## src/rtl/addsub_arbiter_if.sv

```systemverilog
// Bundle for the two requester ports and the single response port of addsub_arbiter.
// Optional ovf signal is present only when ADDSUB_ARB_OVF_EN is defined.
interface addsub_arbiter_if #(
    parameter int unsigned WIDTH = 4
);
    logic             req0;
    logic [WIDTH-1:0] a0;
    logic [WIDTH-1:0] b0;
    logic             mode0;
    logic             gnt0;
    logic             req1;
    logic [WIDTH-1:0] a1;
    logic [WIDTH-1:0] b1;
    logic             mode1;
    logic             gnt1;
    logic [WIDTH-1:0] res;
    logic             cout;
    logic             rsp_valid;
    logic             rsp_id;
    logic             rsp_ready;
    logic             busy;
`ifdef ADDSUB_ARB_OVF_EN
    logic             ovf;
`endif

    // Requester/consumer side
    modport master (
        output req0, a0, b0, mode0, req1, a1, b1, mode1, rsp_ready,
        input  gnt0, gnt1, res, cout, rsp_valid, rsp_id, busy
`ifdef ADDSUB_ARB_OVF_EN
        , input ovf
`endif
    );

    // Arbiter side
    modport slave (
        input  req0, a0, b0, mode0, req1, a1, b1, mode1, rsp_ready,
        output gnt0, gnt1, res, cout, rsp_valid, rsp_id, busy
`ifdef ADDSUB_ARB_OVF_EN
        , output ovf
`endif
    );
endinterface

```

## src/rtl/addsub_arbiter.sv

```systemverilog
// Round-robin arbiter sharing one WIDTH-bit add/subtract datapath between two requesters.
// Define ADDSUB_ARB_OVF_EN to add the registered two's-complement overflow flag (ovf).
module addsub_arbiter #(
    parameter int unsigned WIDTH = 4
) (
    input logic              clk,
    input logic              rst,
    addsub_arbiter_if.slave  bus
);
    localparam int unsigned SW  = WIDTH + 1;
    localparam int unsigned MSB = WIDTH - 1;

    typedef enum logic [1:0] {IDLE, CALC, RESP} state_t;

    state_t           state_q, state_d;
    logic [WIDTH-1:0] a_q, a_d, b_q, b_d, res_q, res_d;
    logic             mode_q, mode_d, id_q, id_d, last_q, last_d;
    logic             gnt0_q, gnt0_d, gnt1_q, gnt1_d;
    logic             cout_q, cout_d, rsp_valid_q, rsp_valid_d;
    logic             rsp_id_q, rsp_id_d, busy_q, busy_d;
    logic [WIDTH-1:0] b_x;
    logic [SW-1:0]    sum;
    logic             pick1;
`ifdef ADDSUB_ARB_OVF_EN
    logic             ovf_q, ovf_d;
`endif

    // Subtraction is a + ~b + 1; carry out of the MSB doubles as the no-borrow flag
    always_comb begin
        b_x = b_q ^ {WIDTH{mode_q}};
        sum = SW'(a_q) + SW'(b_x) + SW'(mode_q);
    end

    // Requester 1 wins when alone, or on a tie when requester 0 was served last
    assign pick1 = bus.req1 & (~bus.req0 | ~last_q);

    always_comb begin
        state_d     = state_q;
        a_d         = a_q;
        b_d         = b_q;
        mode_d      = mode_q;
        id_d        = id_q;
        last_d      = last_q;
        gnt0_d      = 1'b0;
        gnt1_d      = 1'b0;
        res_d       = res_q;
        cout_d      = cout_q;
        rsp_valid_d = rsp_valid_q;
        rsp_id_d    = rsp_id_q;
`ifdef ADDSUB_ARB_OVF_EN
        ovf_d       = ovf_q;
`endif
        case (state_q)
            IDLE: begin
                if (bus.req0 || bus.req1) begin
                    id_d    = pick1;
                    a_d     = pick1 ? bus.a1 : bus.a0;
                    b_d     = pick1 ? bus.b1 : bus.b0;
                    mode_d  = pick1 ? bus.mode1 : bus.mode0;
                    gnt0_d  = ~pick1;
                    gnt1_d  = pick1;
                    state_d = CALC;
                end
            end
            CALC: begin
                res_d       = sum[WIDTH-1:0];
                cout_d      = sum[WIDTH];
`ifdef ADDSUB_ARB_OVF_EN
                // Carry into the MSB recovered from the MSB sum bit
                ovf_d       = (a_q[MSB] ^ b_x[MSB] ^ sum[MSB]) ^ sum[WIDTH];
`endif
                rsp_valid_d = 1'b1;
                rsp_id_d    = id_q;
                state_d     = RESP;
            end
            RESP: begin
                if (bus.rsp_ready) begin
                    rsp_valid_d = 1'b0;
                    last_d      = rsp_id_q;
                    state_d     = IDLE;
                end
            end
            default: state_d = IDLE;
        endcase
        busy_d = (state_d != IDLE);
    end

    always_ff @(posedge clk or posedge rst) begin
        if (rst) begin
            state_q     <= IDLE;
            a_q         <= '0;
            b_q         <= '0;
            mode_q      <= 1'b0;
            id_q        <= 1'b0;
            last_q      <= 1'b1;
            gnt0_q      <= 1'b0;
            gnt1_q      <= 1'b0;
            res_q       <= '0;
            cout_q      <= 1'b0;
            rsp_valid_q <= 1'b0;
            rsp_id_q    <= 1'b0;
            busy_q      <= 1'b0;
`ifdef ADDSUB_ARB_OVF_EN
            ovf_q       <= 1'b0;
`endif
        end else begin
            state_q     <= state_d;
            a_q         <= a_d;
            b_q         <= b_d;
            mode_q      <= mode_d;
            id_q        <= id_d;
            last_q      <= last_d;
            gnt0_q      <= gnt0_d;
            gnt1_q      <= gnt1_d;
            res_q       <= res_d;
            cout_q      <= cout_d;
            rsp_valid_q <= rsp_valid_d;
            rsp_id_q    <= rsp_id_d;
            busy_q      <= busy_d;
`ifdef ADDSUB_ARB_OVF_EN
            ovf_q       <= ovf_d;
`endif
        end
    end

    assign bus.gnt0      = gnt0_q;
    assign bus.gnt1      = gnt1_q;
    assign bus.res       = res_q;
    assign bus.cout      = cout_q;
    assign bus.rsp_valid = rsp_valid_q;
    assign bus.rsp_id    = rsp_id_q;
    assign bus.busy      = busy_q;
`ifdef ADDSUB_ARB_OVF_EN
    assign bus.ovf       = ovf_q;
`endif
endmodule
```

## src/flat_wrapper.sv

```systemverilog
// flat-port wrapper written by rule: the top's interface ports become plain ports
module addsub_arbiter_flat 
#(
    parameter int unsigned WIDTH = 4
)
  (clk, rst, bus_req0, bus_a0, bus_b0, bus_mode0, bus_req1, bus_a1, bus_b1, bus_mode1, bus_rsp_ready, bus_gnt0, bus_gnt1, bus_res, bus_cout, bus_rsp_valid, bus_rsp_id, bus_busy);
  addsub_arbiter_if #(.WIDTH(WIDTH)) bus_i ();
  input logic clk;
  input logic rst;
  input wire logic [$bits(bus_i.req0)-1:0] bus_req0;
  input wire logic [$bits(bus_i.a0)-1:0] bus_a0;
  input wire logic [$bits(bus_i.b0)-1:0] bus_b0;
  input wire logic [$bits(bus_i.mode0)-1:0] bus_mode0;
  input wire logic [$bits(bus_i.req1)-1:0] bus_req1;
  input wire logic [$bits(bus_i.a1)-1:0] bus_a1;
  input wire logic [$bits(bus_i.b1)-1:0] bus_b1;
  input wire logic [$bits(bus_i.mode1)-1:0] bus_mode1;
  input wire logic [$bits(bus_i.rsp_ready)-1:0] bus_rsp_ready;
  output wire logic [$bits(bus_i.gnt0)-1:0] bus_gnt0;
  output wire logic [$bits(bus_i.gnt1)-1:0] bus_gnt1;
  output wire logic [$bits(bus_i.res)-1:0] bus_res;
  output wire logic [$bits(bus_i.cout)-1:0] bus_cout;
  output wire logic [$bits(bus_i.rsp_valid)-1:0] bus_rsp_valid;
  output wire logic [$bits(bus_i.rsp_id)-1:0] bus_rsp_id;
  output wire logic [$bits(bus_i.busy)-1:0] bus_busy;
  assign bus_i.req0 = bus_req0;
  assign bus_i.a0 = bus_a0;
  assign bus_i.b0 = bus_b0;
  assign bus_i.mode0 = bus_mode0;
  assign bus_i.req1 = bus_req1;
  assign bus_i.a1 = bus_a1;
  assign bus_i.b1 = bus_b1;
  assign bus_i.mode1 = bus_mode1;
  assign bus_i.rsp_ready = bus_rsp_ready;
  assign bus_gnt0 = bus_i.gnt0;
  assign bus_gnt1 = bus_i.gnt1;
  assign bus_res = bus_i.res;
  assign bus_cout = bus_i.cout;
  assign bus_rsp_valid = bus_i.rsp_valid;
  assign bus_rsp_id = bus_i.rsp_id;
  assign bus_busy = bus_i.busy;
  addsub_arbiter #(.WIDTH(WIDTH)) u_core (.clk(clk), .rst(rst), .bus(bus_i));
endmodule
```

## config.mk

```make
export PLATFORM = sky130hd
export DESIGN_NAME = addsub_arbiter_flat
export DESIGN_NICKNAME = d
export VERILOG_FILES = /design/src/rtl/addsub_arbiter_if.sv /design/src/rtl/addsub_arbiter.sv /design/src/flat_wrapper.sv
export SDC_FILE = /design/constraint.sdc
export NUM_CORES = 1
export LEC_CHECK = 0
export BUFFER_PORTS_ARGS = -buffer_cell sky130_fd_sc_hd__buf_4
export CELL_PAD_IN_SITES_DETAIL_PLACEMENT = 0
export CELL_PAD_IN_SITES_GLOBAL_PLACEMENT = 1
export CORE_MARGIN = 2
export CORE_UTILIZATION = 31
export DETAILED_ROUTE_END_ITERATION = 8
export HOLD_SLACK_MARGIN = 0.03
export PLACE_DENSITY_LB_ADDON = 0.1
export SYNTH_ARGS = -nofsm -noshare
export SYNTH_HDL_FRONTEND = slang
export SYNTH_SLANG_ARGS = --single-unit
```

## constraint.sdc

```tcl
create_clock -name clk -period 1.9 [get_ports clk]
set_input_delay 0.095 -clock clk [delete_from_list [all_inputs] [get_ports clk]]
set_output_delay 0.095 -clock clk [all_outputs]
set_load 0.01 [all_outputs]
```

## Word level (Yosys, flattened, before mapping)

Cells that the tools add are included.

| operators by class | value |
|---|---|
| reductions and logical operators | 7 |
| add/subtract/negate cells | 2 |
| eq/ne operators | 3 |
| multiplexer cells | 12 |
| bitwise logic cells | 6 |

Operators with widths:

| operator | number |
|---|---|
| $mux 4 | 2 |
| $mux 1 | 6 |
| $pmux 2 s3 | 1 |
| $reduce_and 2->1 | 3 |
| $add 4x4->5 | 1 |
| $add 5x1->5 | 1 |
| $mux 2 | 2 |
| $reduce_bool 2->1 | 2 |
| $xor 4x4->4 | 1 |
| $not 1->1 | 3 |
| $eq 2x1->1 const B | 1 |
| $eq 2x2->1 const B | 1 |
| $logic_not 2->1 | 1 |
| $ne 2x2->1 const B | 1 |
| $pmux 1 s2 | 1 |
| $and 1x1->1 | 1 |
| $logic_or 1x1->1 | 1 |
| $or 1x1->1 | 1 |

| storage, ports and cells | value |
|---|---|
| register bits | 23 |
| input bits | 23 |
| output and inout bits | 10 |
| logic and storage cells | 43 |

## Depth between registers and ports, before layout

Gate-level depths: netlist of run 1.

| depth | value |
|---|---|
| word-level depth | 6 |
| mapped depth | 6 |
| depth with buffers taken out | 6 |

## Worst setup path before layout of run 1

Ideal clock, no wire load.

| timing | value |
|---|---|
| path type | reg2reg |
| start | register u_core.mode_q |
| end | register u_core.res_q[3], in the netlist u_core.bus.res[3] |
| clock period less this slack | 1.627 ns |
| library setup time | 0.131 ns |
| required time | 1.769 ns |
| path buffers | 0 |
| stages on the path, launching flop included | 6 |
| setup slack | 0.273 ns |
| arrival | 1.496 ns |
| cells stage by stage | dfrtp_1 > xor2_1 > ha_1 > nand2_1 > o2111a_1 > or3_1 |

| between the ends | value |
|---|---|
| longest elaborated chain between the ends | 3 |

Ends and longest elaborated chain:

| element | RTL line | text |
|---|---|---|
| start, declared | addsub_arbiter.sv:17 | `logic mode_q, mode_d, id_q, id_d, last_q, last_d;` |
| start signal, assigned | addsub_arbiter.sv:110 | `mode_q <= mode_d;` |
| $xor 4x4->4 | addsub_arbiter.sv:30 | `b_x = b_q ^ {WIDTH{mode_q}};` |
| $add 4x4->5 | addsub_arbiter.sv:31 | `sum = SW'(a_q) + SW'(b_x) + SW'(mode_q);` |
| $add 5x1->5 * | addsub_arbiter.sv:31 |  |
| end signal, assigned | addsub_arbiter.sv:115 | `res_q <= res_d;` |
| end, declared | addsub_arbiter.sv:16 | `logic [WIDTH-1:0] a_q, a_d, b_q, b_d, res_q, res_d;` |

Every way passes the cells marked *; elsewhere a longest branch is shown, timed or not.
A chain may end at the register's enable or synchronous reset.

## Worst setup path after layout of run 1

Same ends and word-level chain as after synthesis.

==> results of run 1 <==
cells by family (layout without fill, tap and decap cells):
kind of cell    count (synthesis)  after routing  share of synthesized area, %
fa+ha+maj                       5              5                          6.20
buf+inv                         7             46                          2.77
flops                          23             23                          51.1
simple gates                   20             20                          9.08
mux                            20             20                          19.6
compound gates                 13             13                          7.42
xor+xnor                        5              5                          3.88
stage by stage:
step / hold slack, ns / utilization, %
2_1_floorplan: 0.0962 / -
3_3_place_gp: 0.167 / 42.1
3_5_place_dp: 0.166 / 42.1
4_1_cts: 0.0572 / 43.6
5_1_grt: 0.0807 / 43.6
6_report: 0.0615 / 43.6
flip-flops by register name, indices dropped and copies added, names as in the netlist:
signal / flops
u_core.bus.rsp_id: 1
u_core.bus.gnt0: 1
u_core.bus.res: 4
u_core.a_q: 4
u_core.b_q: 4
u_core.mode_q: 1
u_core.bus.rsp_valid: 1
u_core.bus.cout: 1
u_core.bus.gnt1: 1
u_core.state_q: 2
u_core.last_q: 1
u_core.id_q: 1
u_core.bus.busy: 1
final cells by class:
cell class / instances / area, sq um
repair buffers: 37 / 283
fillers: 349 / 1930
clock inverters: 1 / 7.51
multi-input cells: 63 / 522
flip-flops and latches: 23 / 577
inverters: 5 / 18.8
well taps: 46 / 57.6
clock buffers: 3 / 22.5
final timing paths:
kind,from,to,depth (start not counted)
max in group asynchronous,rst,u_core.last_q,4
setup / recovery,u_core.mode_q,u_core.bus.res[3],5
min in group asynchronous,rst,u_core.a_q[0],4
setup reg to reg,u_core.mode_q,u_core.bus.res[3],5
hold reg to reg,u_core.bus.res[1],u_core.bus.res[1],2
hold / removal,bus_a0[1],u_core.a_q[1],3
cells in the mapped netlist:
cell type / number
o21ai_0: 6
buf_4: 1
xnor2_1: 1
buf_2: 1
a21boi_0: 1
a21oi_1: 1
o21a_1: 1
xor2_1: 4
a21o_1: 1
nand2_1: 7
dfrtp_1: 22
mux2_2: 17
or3b_2: 1
nor3_1: 1
nand3b_1: 1
o2111a_1: 1
ha_1: 4
inv_2: 1
nand2b_1: 3
nor2_1: 3
a31oi_1: 1
mux2i_1: 3
or3_1: 1
dfstp_2: 1
o2bb2ai_1: 1
inv_1: 4
fa_1: 1
nor2b_1: 2
and2_1: 1
worst reg2reg max path: cells and delay by family, from the launching register on:
| kind | cells | cell delay (ns) |
|---|---|---|
| DFF | 1 | 0.47 |
| and+or+nand+nor | 3 | 0.76 |
| adders and majority gates | 1 | 0.31 |
| xor gates and xnor gates | 1 | 0.18 |
power groups by stage:
| stage | combinational (mW) | clock (mW) | sequential (mW) |
|---|---|---|---|
| floorplan | 0.823 | 0 | 0.931 |
| global placement | 1.22 | 0 | 0.928 |
| detailed placement | 1.26 | 0 | 0.935 |
| CTS | 1.27 | 0.249 | 0.922 |
| global route | 1.41 | 0.279 | 0.958 |
| finish | 1.24 | 0.238 | 0.914 |
repair_timing:
item	CTS	global route
hold buffers	2	0
buffers inserted	0	0
endpoints found under the hold margin	23	0
metal layers:
layer | up-vias | global-route usage [%] | part of all wire (%)
met3 | 2 | 2.64 | 4.2
li1 | 403 | - | -
met4 | 0 | 4.79 | 0.84
met2 | 19 | 19.3 | 47
met1 | 380 | 17.9 | 47
met5 | - | 0 | 0
==> reports/qor.yml, run 1 <==
outcome:
  status: "finished clean"
place:
  portBuffers: 32
  placed_area_sq_mm: 0.00144
  post-place-ws_ns: 0.166
  gp_congestion: 0.707
  placed_cells: 172
  dp_hpwl_mm: 1.75
timing:
  fin_ws_ns: 0.140
  tightest_slew_ns: 0.424
  skew_ns: 0.00312
  slew_violations: 0
  min_period_ns: 1.76
  finalSetupTns_ns: 0
  fmax_mhz: 568
  rsz0062_at_grt: "no"
  setup_viol: 0
  slew_headroom_pct: 71.7
  hold_violations: 0
  period_share_pct: 92.6
routing:
  routedWlPerCell_um: 12.7
  detail-route-antenna-nets: 0
  drc: 0
  routed_wl_mm: 2.26
  drtIter0Drc: 17
  num_vias: 804
  via_per_inst: 4.52
  drt-pass1-iter-count: 4
floorplanning:
  rows: 21
  core_sq_mm: 0.00342
  die_w_um: 64.4
  boundaryPins: 33
  die_y_um: 64.4
  die-area_sq_mm: 0.00414
  initial_core_util_pct: 33.1
synth:
  yosys_warnings: 0
  syn-cell-area_sq_mm: 0.00113
  syn_nets: 121
  synth_area_leader_cell: "dfrtp_1"
  synth_cell_types: 29
  synth_seq_cells: 23
  seq_area_frac_synth_pct: 51.1
  syn-instance-count: 93
  synth_area_leaders: "dfrtp_1, mux2_2, ha_1"
  syn_area_per_cell_sq_um: 12.1
  synth_top_area_share_pct: 48.7
finish:
  final_area_sq_mm: 0.00149
  final_nets: 161
  antenna_cells: 0
  mostFrequentLayoutCell: "buf_4"
  fin_cells: 178
  layout_common_cells: "buf_4, dfrtp_1, mux2_2, nand2_1, o21ai_0"
  drive_above_1_share_pct: 44.7
  syn_to_final_growth_pct: 31.7
global_routing:
  grt.total_usage_pct: 12.8
  grt_max_degree: 24
  overflow: 0
  grt_pass1_wl_mm: 4.04
  antenna_found_initial: 0
  grt_pass1_vias: 847
critical_path:
  crit_chain: "xor2_1, ha_1, or3b_2, nor3_1, or3_1"
  crit_path_max_fanout: 5
  arrival_ns: 2.03
  startpoint_type: "flip-flop"
  path_buf_inv: 0
  critPathSlowestCell: "or3b_2"
  critPathKind: "flip-flop to flip-flop"
  cpPeakStageDelay_ns: 0.48
  crit_path_end_kind: "flip-flop"
  required_ns: 2.17
  crit_family: "simple AND/OR/NAND/NOR gates"
  rrSetupSlack_ns: 0.14
job:
  maxCapViolations: 0
clocking:
  htreeDepth: 1
  cts_root_buffer: "clkbuf_4"
  clkTransAtPathRegs_ns: 0.14
  clockBufferDepth: 2
  clock_sink_count: 23
  insertion_delay_ns: 0.31
  cts_tree: "done"
  cts_made_buffers: 3
  cts.repair.resized: 0
power_and_ir_drop:
  power.leakage_nw: 0.704
  combPwrFrac_pct: 51.8
  p_per_area_mw_per_mm2: 1610
  netSwitchingPower_mw: 0.926
  p_sw_share_pct: 38.7
  finalPower_mw: 2.39
  p_seq_share_pct: 38.2
  ir_worst_vdd_mv: 0.437
  pwr-share-clk_pct: 10.0
  power.internal_mw: 1.46
worst_hold_path:
  hold_path.class: "input pin to flip-flop"
(Power assumes the default switching activity.)
==> run 2: changes to the inputs <==
- clock period: 1.9 -> 1.45 ns (I/O delays scaled with it)
==> run 2 against run 1 <==
Flip-flop and latch count did not move. Worst setup slack got worse by 0.33 ns. The flow now finishes with violations (negative setup slack). Largest cell class unchanged. Critical path type unchanged. Maximum frequency rose by 7.2%. Sequential share of layout area fell by 2.5 points. Clock power rose by 19%. Via count rose by 2.0%. Register-to-register slack got worse by 0.33 ns. Hold slack improved by 0.012 ns. Critical endpoint unchanged. Critical path depth did not move.
==> reports/qor.yml, run 2 (synthesized netlist as in run 1, its figures left out) <==
outcome:
  status: "finished, violations left"  # was finished clean
  failed_checks: "negative setup slack"
routing:
  drc: 0  # unchanged
  via_per_inst: 4.36  # was 4.52
  num_vias: 820  # was 804
  detail-route-antenna-nets: 0  # unchanged
  drtIter0Drc: 41  # was 17
  routed_wl_mm: 2.12  # was 2.26 mm
  drt-pass1-iter-count: 4  # unchanged
  routedWlPerCell_um: 11.3  # was 12.7 um
critical_path:
  r2r-start: "u_core.mode_q"  # unchanged
  startpoint_type: "flip-flop"  # unchanged
  crit_chain: "xor2_1, ha_1, nand2_1, o2111a_1, or3_1"  # was xor2_1, ha_1, or3b_2, nor3_1, or3_1
  critPathKind: "flip-flop to flip-flop"  # unchanged
  startpoint: "u_core.mode_q"  # unchanged
  crit_path_end_kind: "flip-flop"  # unchanged
  critPathSlowestCell: "dfrtp_2"  # was or3b_2
  arrival_ns: 1.83  # was 2.03 ns
  cpPeakStageDelay_ns: 0.46  # was 0.48 ns
  required_ns: 1.64  # was 2.17 ns
  crit_path_max_fanout: 4  # was 5
timing:
  fmax_mhz: 609  # was 568 MHz
  finalSetupTns_ns: -0.240  # was 0 ns
  tightest_slew_ns: 0.294  # was 0.424 ns
  rsz0062_at_grt: "yes"  # was no
  holdWs_ns: 0.0732  # was 0.0615 ns
  min_period_ns: 1.64  # was 1.76 ns
  slew_headroom_pct: 80.4  # was 71.7%
  period_share_pct: 113  # was 92.6%
  hold_violations: 0  # unchanged
  skew_ns: 0.00200  # was 0.00312 ns
  setup_viol: 2  # was 0
  fin_ws_ns: -0.192  # was 0.140 ns
  slew_violations: 0  # unchanged
floorplanning:
  die_y_um: 64.4  # unchanged
  die-area_sq_mm: 0.00414  # unchanged
  core_sq_mm: 0.00342  # unchanged
  boundaryPins: 33  # unchanged
  die_w_um: 64.4  # unchanged
  rows: 21  # unchanged
  initial_core_util_pct: 33.1  # unchanged
power_and_ir_drop:
  power.leakage_nw: 0.758  # was 0.704 nW
  ir_worst_vdd_mv: 0.710  # was 0.437 mV
  p_per_area_mw_per_mm2: 2150  # was 1610 mW/mm^2
  finalPower_mw: 3.43  # was 2.39 mW
global_routing:
  grt.total_usage_pct: 11.7  # was 12.8%
  grt_max_degree: 24  # unchanged
  antenna_found_initial: 0  # unchanged
  grt_pass1_wl_mm: 3.75  # was 4.04 mm
  grt_pass1_vias: 807  # was 847
  overflow: 0  # unchanged
finish:
  final_nets: 171  # was 161
  fin_cells: 188  # was 178
  syn_to_final_growth_pct: 41.1  # was 31.7%
  ff_latch_area_sq_um: 578  # was 577 sq um
  antenna_cells: 0  # unchanged
  drive_above_1_share_pct: 50.7  # was 44.7%
  mostFrequentLayoutCell: "buf_4"  # unchanged
  layout_common_cells: "buf_4, dfrtp_1, mux2_2, nand2_1"  # was buf_4, dfrtp_1, mux2_2, nand2_1, o21ai_0
  multi_input_area_sq_um: 543  # was 522 sq um
  nFillCells: 347  # was 349
worst_hold_path:
  hold_path.class: "input pin to flip-flop"  # unchanged
  hp-start: "bus_a0[1]"  # unchanged
clocking:
  htreeDepth: 1  # unchanged
  clkTransAtPathRegs_ns: 0.12  # was 0.14 ns
  cts_root_buffer: "clkbuf_4"  # unchanged
  cts_made_buffers: 3  # unchanged
  cts_tree: "done"  # unchanged
  insertion_delay_ns: 0.29  # was 0.31 ns
  clockBufferDepth: 2  # unchanged
  clock_sink_count: 23  # unchanged
place:
  portBuffers: 32  # unchanged
  gp_congestion: 0.702  # was 0.707
  dp_hpwl_mm: 1.70  # was 1.75 mm
  placed_cells: 180  # was 172
job:
  maxCapViolations: 0  # unchanged
## run 2: through the flow
stage	utilization, %	setup WS [ns]	area [sq um]
2_1_floorplan	-	-0.138	1130
3_3_place_gp	44.4	-0.181	1520
3_5_place_dp	44.4	-0.213	1520
4_1_cts	46.4	-0.211	1590
5_1_grt	46.7	-0.274	1590
6_report	46.7	-0.192	1590
## run 2: final cells by class
type | instances | area share, %
Clock buffer | 4 | 1.65
Timing Repair Buffer | 47 | 23.2
Tap cell | 46 | 3.61
Inverter | 5 | 1.18
Sequential cell | 23 | 36.3
Multi-Input combinational cell | 63 | 34.1
## run 2: path summary, 6_finish.rpt
path	end	slack, ns	depth (start not counted)
max reg2reg	u_core.bus.res[3]	-0.19	5
min	u_core.a_q[1]	0.07	3
max in group asynchronous	u_core.last_q	0.81	4
min reg2reg	u_core.bus.res[0]	0.49	2
min in group asynchronous	u_core.a_q[3]	0.36	4
max	u_core.bus.res[3]	-0.19	5
## run 2: routing by layer
metal	share of wire [%]	up-vias	track usage, %
met5	0	-	0
met4	0.99	0	3.99
met3	5.1	2	2.46
met2	45	19	17.2
met1	49	381	17.0
li1	-	418	-
## run 2: power by group
group          internal [mW]  switching [mW]  total (mW)
Combinational           1.12           0.853        1.97
Sequential             0.971           0.208        1.18
Clock                  0.107           0.176       0.283
Total                   2.20            1.24        3.43
## run 2: critical path, delay by kind of cell (launching register included)
kind / cells / cell delay, ns
adder cells (fa/ha/maj): 1 / 0.29
AO/OA/AOI/OAI: 1 / 0.22
AND/OR/NAND/NOR: 2 / 0.41
flip-flops: 1 / 0.46
XOR/XNOR: 1 / 0.16
## run 2: what timing repair did
action | in CTS | in global routing
pin swaps | 1 | 1
gates cloned | 0 | 0
resized for setup | 6 | 1
hold buffers | 2 | 0
endpoints found under the hold margin | 23 | 0
setup buffers | 1 | 1
setup endpoints to repair | 12 | 7
==> run 3: changes to the inputs <==
--- a/config.mk
+++ b/config.mk
@@ -6,4 +6,5 @@
 export NUM_CORES = 1
 export LEC_CHECK = 0
+export ABC_AREA = 1
 export BUFFER_PORTS_ARGS = -buffer_cell sky130_fd_sc_hd__buf_4
 export CELL_PAD_IN_SITES_DETAIL_PLACEMENT = 0
@@ -13,5 +14,5 @@
 export DETAILED_ROUTE_END_ITERATION = 8
 export HOLD_SLACK_MARGIN = 0.03
-export PLACE_DENSITY_LB_ADDON = 0.1
+export PLACE_DENSITY = 0.71
 export SYNTH_ARGS = -nofsm -noshare
 export SYNTH_HDL_FRONTEND = slang
==> constraint.sdc (replaced) <==
create_clock -name clk -period 1.45 [get_ports clk]
set_input_delay 0.2175 -clock clk [delete_from_list [all_inputs] [get_ports clk]]
set_output_delay 0.2175 -clock clk [all_outputs]
set_load 0.01 [all_outputs]
==> run 3 against run 2 <==
The run still ends with negative setup slack left. Total power increased by 3.7%. Largest power group unchanged. Worst setup slack improved by 0.19 ns. Largest cell class unchanged. First-iteration DRC count grew 41%. Register-to-register slack improved by 0.19 ns. Hold slack better by 0.13 ns. Non-clock buffer count shrank 8. Via count increased by 16%. Clock skew about the same. Final cell count up 14%. Flip-flop and latch count unchanged. Sequential share of layout area rose by 0.70 points. Clock power is 45% higher.
==> reports/qor.yml, run 3 <==
outcome:
  status: "finished, violations left"  # unchanged
  failed_checks: "negative setup slack"  # unchanged
worst_hold_path:
  hold_path.class: "input pin to flip-flop"  # unchanged
  hp-start: "bus_b1[3]"  # was bus_a0[1]
critical_path:
  r2r-start: "u_core.mode_q"  # unchanged
  crit_top_cell: "nand2_1"
  startpoint_type: "flip-flop"  # unchanged
  crit_family: "flip-flops"  # unchanged
  critPathKind: "flip-flop to flip-flop"  # unchanged
  crit_path_max_fanout: 5  # was 4
  path_buf_inv: 1  # was 0
  cpPeakStageDelay_ns: 0.46  # about the same
  required_ns: 1.62  # was 1.64 ns
  rrSetupSlack_ns: -0.005  # was -0.19 ns
  crit_chain: "xor2_2, ha_1, nand2_1, inv_1, nand2_1, nand3_1, nand3_1, nand2_1"  # was xor2_1, ha_1, nand2_1, o2111a_1, or3_1
  critPathSlowestCell: "dfrtp_2"  # unchanged
  arrival_ns: 1.62  # was 1.83 ns
  crit_path_end_kind: "flip-flop"  # unchanged
  startpoint: "u_core.mode_q"  # unchanged
finish:
  final_core_util_pct: 43.0  # was 46.7%
  mostFrequentLayoutCell: "buf_4"  # unchanged
  layout_common_cells: "buf_4, nand2_1, dfrtp_1, nor2_1, inv_1"  # was buf_4, dfrtp_1, mux2_2, nand2_1
  final_nets: 196  # was 171
  nFillCells: 391  # was 347
  antenna_cells: 0  # unchanged
  syn_to_final_growth_pct: 34.3  # was 41.1%
  drive_above_1_share_pct: 35.3  # was 50.7%
timing:
  skew_ns: 0.00155  # was 0.00200 ns
  slew_violations: 0  # unchanged
  period_share_pct: 100  # was 113%
  setup_viol: 1  # was 2
  min_period_ns: 1.46  # was 1.64 ns
  hold_violations: 0  # unchanged
  rsz0062_at_grt: "yes"  # unchanged
  fmax_mhz: 687  # was 609 MHz
  slew_headroom_pct: 76.3  # was 80.4%
  holdWs_ns: 0.204  # was 0.0732 ns
  tightest_slew_ns: 0.355  # was 0.294 ns
  fin_ws_ns: -0.00504  # was -0.192 ns
  finalSetupTns_ns: -0.00504  # was -0.240 ns
power_and_ir_drop:
  p_per_area_mw_per_mm2: 2280  # was 2150 mW/mm^2
  ir_worst_vdd_mv: 0.671  # was 0.710 mV
  power.leakage_nw: 0.779  # was 0.758 nW
floorplanning:
  die_y_um: 65.3  # was 64.4 um
  die-area_sq_mm: 0.00426  # was 0.00414 sq mm
  core_sq_mm: 0.00363  # was 0.00342 sq mm
  rows: 22  # was 21
  initial_core_util_pct: 32.1  # was 33.1%
  die_w_um: 65.3  # was 64.4 um
  boundaryPins: 33  # unchanged
global_routing:
  overflow: 0  # unchanged
  grt.total_usage_pct: 12.4  # was 11.7%
  grt_pass1_vias: 941  # was 807
  grt_pass1_wl_mm: 4.12  # was 3.75 mm
  grt_max_degree: 24  # unchanged
  antenna_found_initial: 0  # unchanged
synth:
  synth_area_leader_cell: "dfrtp_1"  # unchanged
  synth_area_leaders: "dfrtp_1, nand2_1, o21ai_2"  # was dfrtp_1, mux2_2, ha_1
  syn_nets: 156  # was 121
  synthArstFlopShare_pct: 100  # unchanged
  synth_most_common_cell: "nand2_1"  # was dfrtp_1
  synth_cell_types: 22  # was 29
  synth_commonest_cells: "nand2_1, dfrtp_1, nor2_1"  # was dfrtp_1, mux2_2, nand2_1
  seq_area_frac_synth_pct: 49.5  # was 51.1%
  yosys_warnings: 0  # unchanged
  syn-cell-area_sq_mm: 0.00116  # was 0.00113 sq mm
  syn-instance-count: 128  # was 93
  ys.flop_type: "dfrtp_1"  # unchanged
  synth_edf_count: 0  # unchanged
  synth_seq_cells: 23  # unchanged
  syn_area_per_cell_sq_um: 9.10  # was 12.1 sq um
  synth_top_area_share_pct: 47.3  # was 48.7%
routing:
  num_vias: 952  # was 820
  drt-pass1-iter-count: 3  # was 4
  drtIter0Drc: 58  # was 41
  routed_wl_mm: 2.35  # was 2.12 mm
  via_per_inst: 4.43  # was 4.36
  routedWlPerCell_um: 10.9  # was 11.3 um
  drc: 0  # unchanged
  detail-route-antenna-nets: 0  # unchanged
place:
  portBuffers: 32  # unchanged
  gp_congestion: 0.842  # was 0.702
  dp_hpwl_mm: 1.78  # was 1.70 mm
clocking:
  cts_root_buffer: "clkbuf_8"  # was clkbuf_4
  cts_tree: "done"  # unchanged
  insertion_delay_ns: 0.27  # was 0.29 ns
  htreeDepth: 1  # unchanged
  clkTransAtPathRegs_ns: 0.08  # was 0.12 ns
  clock_sink_count: 23  # unchanged
  cts_made_buffers: 3  # unchanged
  clockBufferDepth: 2  # unchanged
job:
  maxCapViolations: 0  # unchanged
-- run 3: layout make-up --
class                           instances  area (sq um)  share of cell area (%)
Tap cell                               48          60.1                    3.84
Timing Repair Buffer                   39           295                    18.9
Multi-Input combinational cell         88           537                    34.3
Clock buffer                            4          45.0                    2.88
Inverter                               13          48.8                    3.12
Sequential cell                        23           578                    37.0
-- run 3: cell families after synthesis --
kind of cell / count (synthesis) / synth area share (%)
adders and majority gates: 5 / 6.02
AOI/OAI and AO/OA: 28 / 15.4
xor gates and xnor gates: 5 / 3.76
buffers and inverters: 17 / 7.09
DFF: 23 / 49.5
and+or+nand+nor: 50 / 18.3
-- run 3: worst reg2reg max path: cells and delay by family (launching register included) --
kind | cells | cell delay [ns]
buf+inv | 1 | 0.03
simple gates | 5 | 0.33
fa+ha+maj | 1 | 0.29
xor+xnor | 1 | 0.23
flops | 1 | 0.46
-- run 3: final timing paths --
kind	endpoint	cells after the start
setup / recovery	u_core.bus.res[3]	8
setup reg to reg	u_core.bus.res[3]	8
hold / removal	u_core.b_q[3]	3
max in group asynchronous	u_core.last_q	4
hold reg to reg	u_core.bus.cout	2
min in group asynchronous	u_core.bus.busy	4
-- run 3: what timing repair did --
| action | CTS | global route |
|---|---|---|
| gates cloned | 0 | 0 |
| pin swaps | 1 | 0 |
| buffers inserted | 1 | 0 |
| endpoints found under the hold margin | 22 | 0 |
| hold buffers | 1 | 0 |
| endpoints found under the setup margin | 3 | 3 |
| resized for setup | 4 | 0 |
-- run 3: layer usage --
layer / wire length [um] / global-route usage (%)
met5: 0 / 0
met4: 40 / 5.47
met1: 1090 / 15.5
met2: 1110 / 21.0
met3: 109 / 2.05
-- run 3: per-stage QoR --
| stage | instance area [sq um] | setup slack (ns) | power, mW | cells |
|---|---|---|---|---|
| global route | 1560 | -0.114 | 3.90 | 215 |
| global placement | 1480 | 0.0131 | 3.03 | 209 |
| CTS | 1560 | -0.0165 | 3.60 | 215 |
| floorplan | 1180 | 0.00862 | 2.55 | 128 |
| detailed placement | 1480 | -0.0449 | 3.08 | 209 |
| finish | 1560 | -0.00504 | 3.56 | 215 |
-- run 3: power breakdown --
part           internal [mW]  switching [mW]
clock                  0.197           0.212
combinational          0.934            1.02
sequential             0.965           0.230
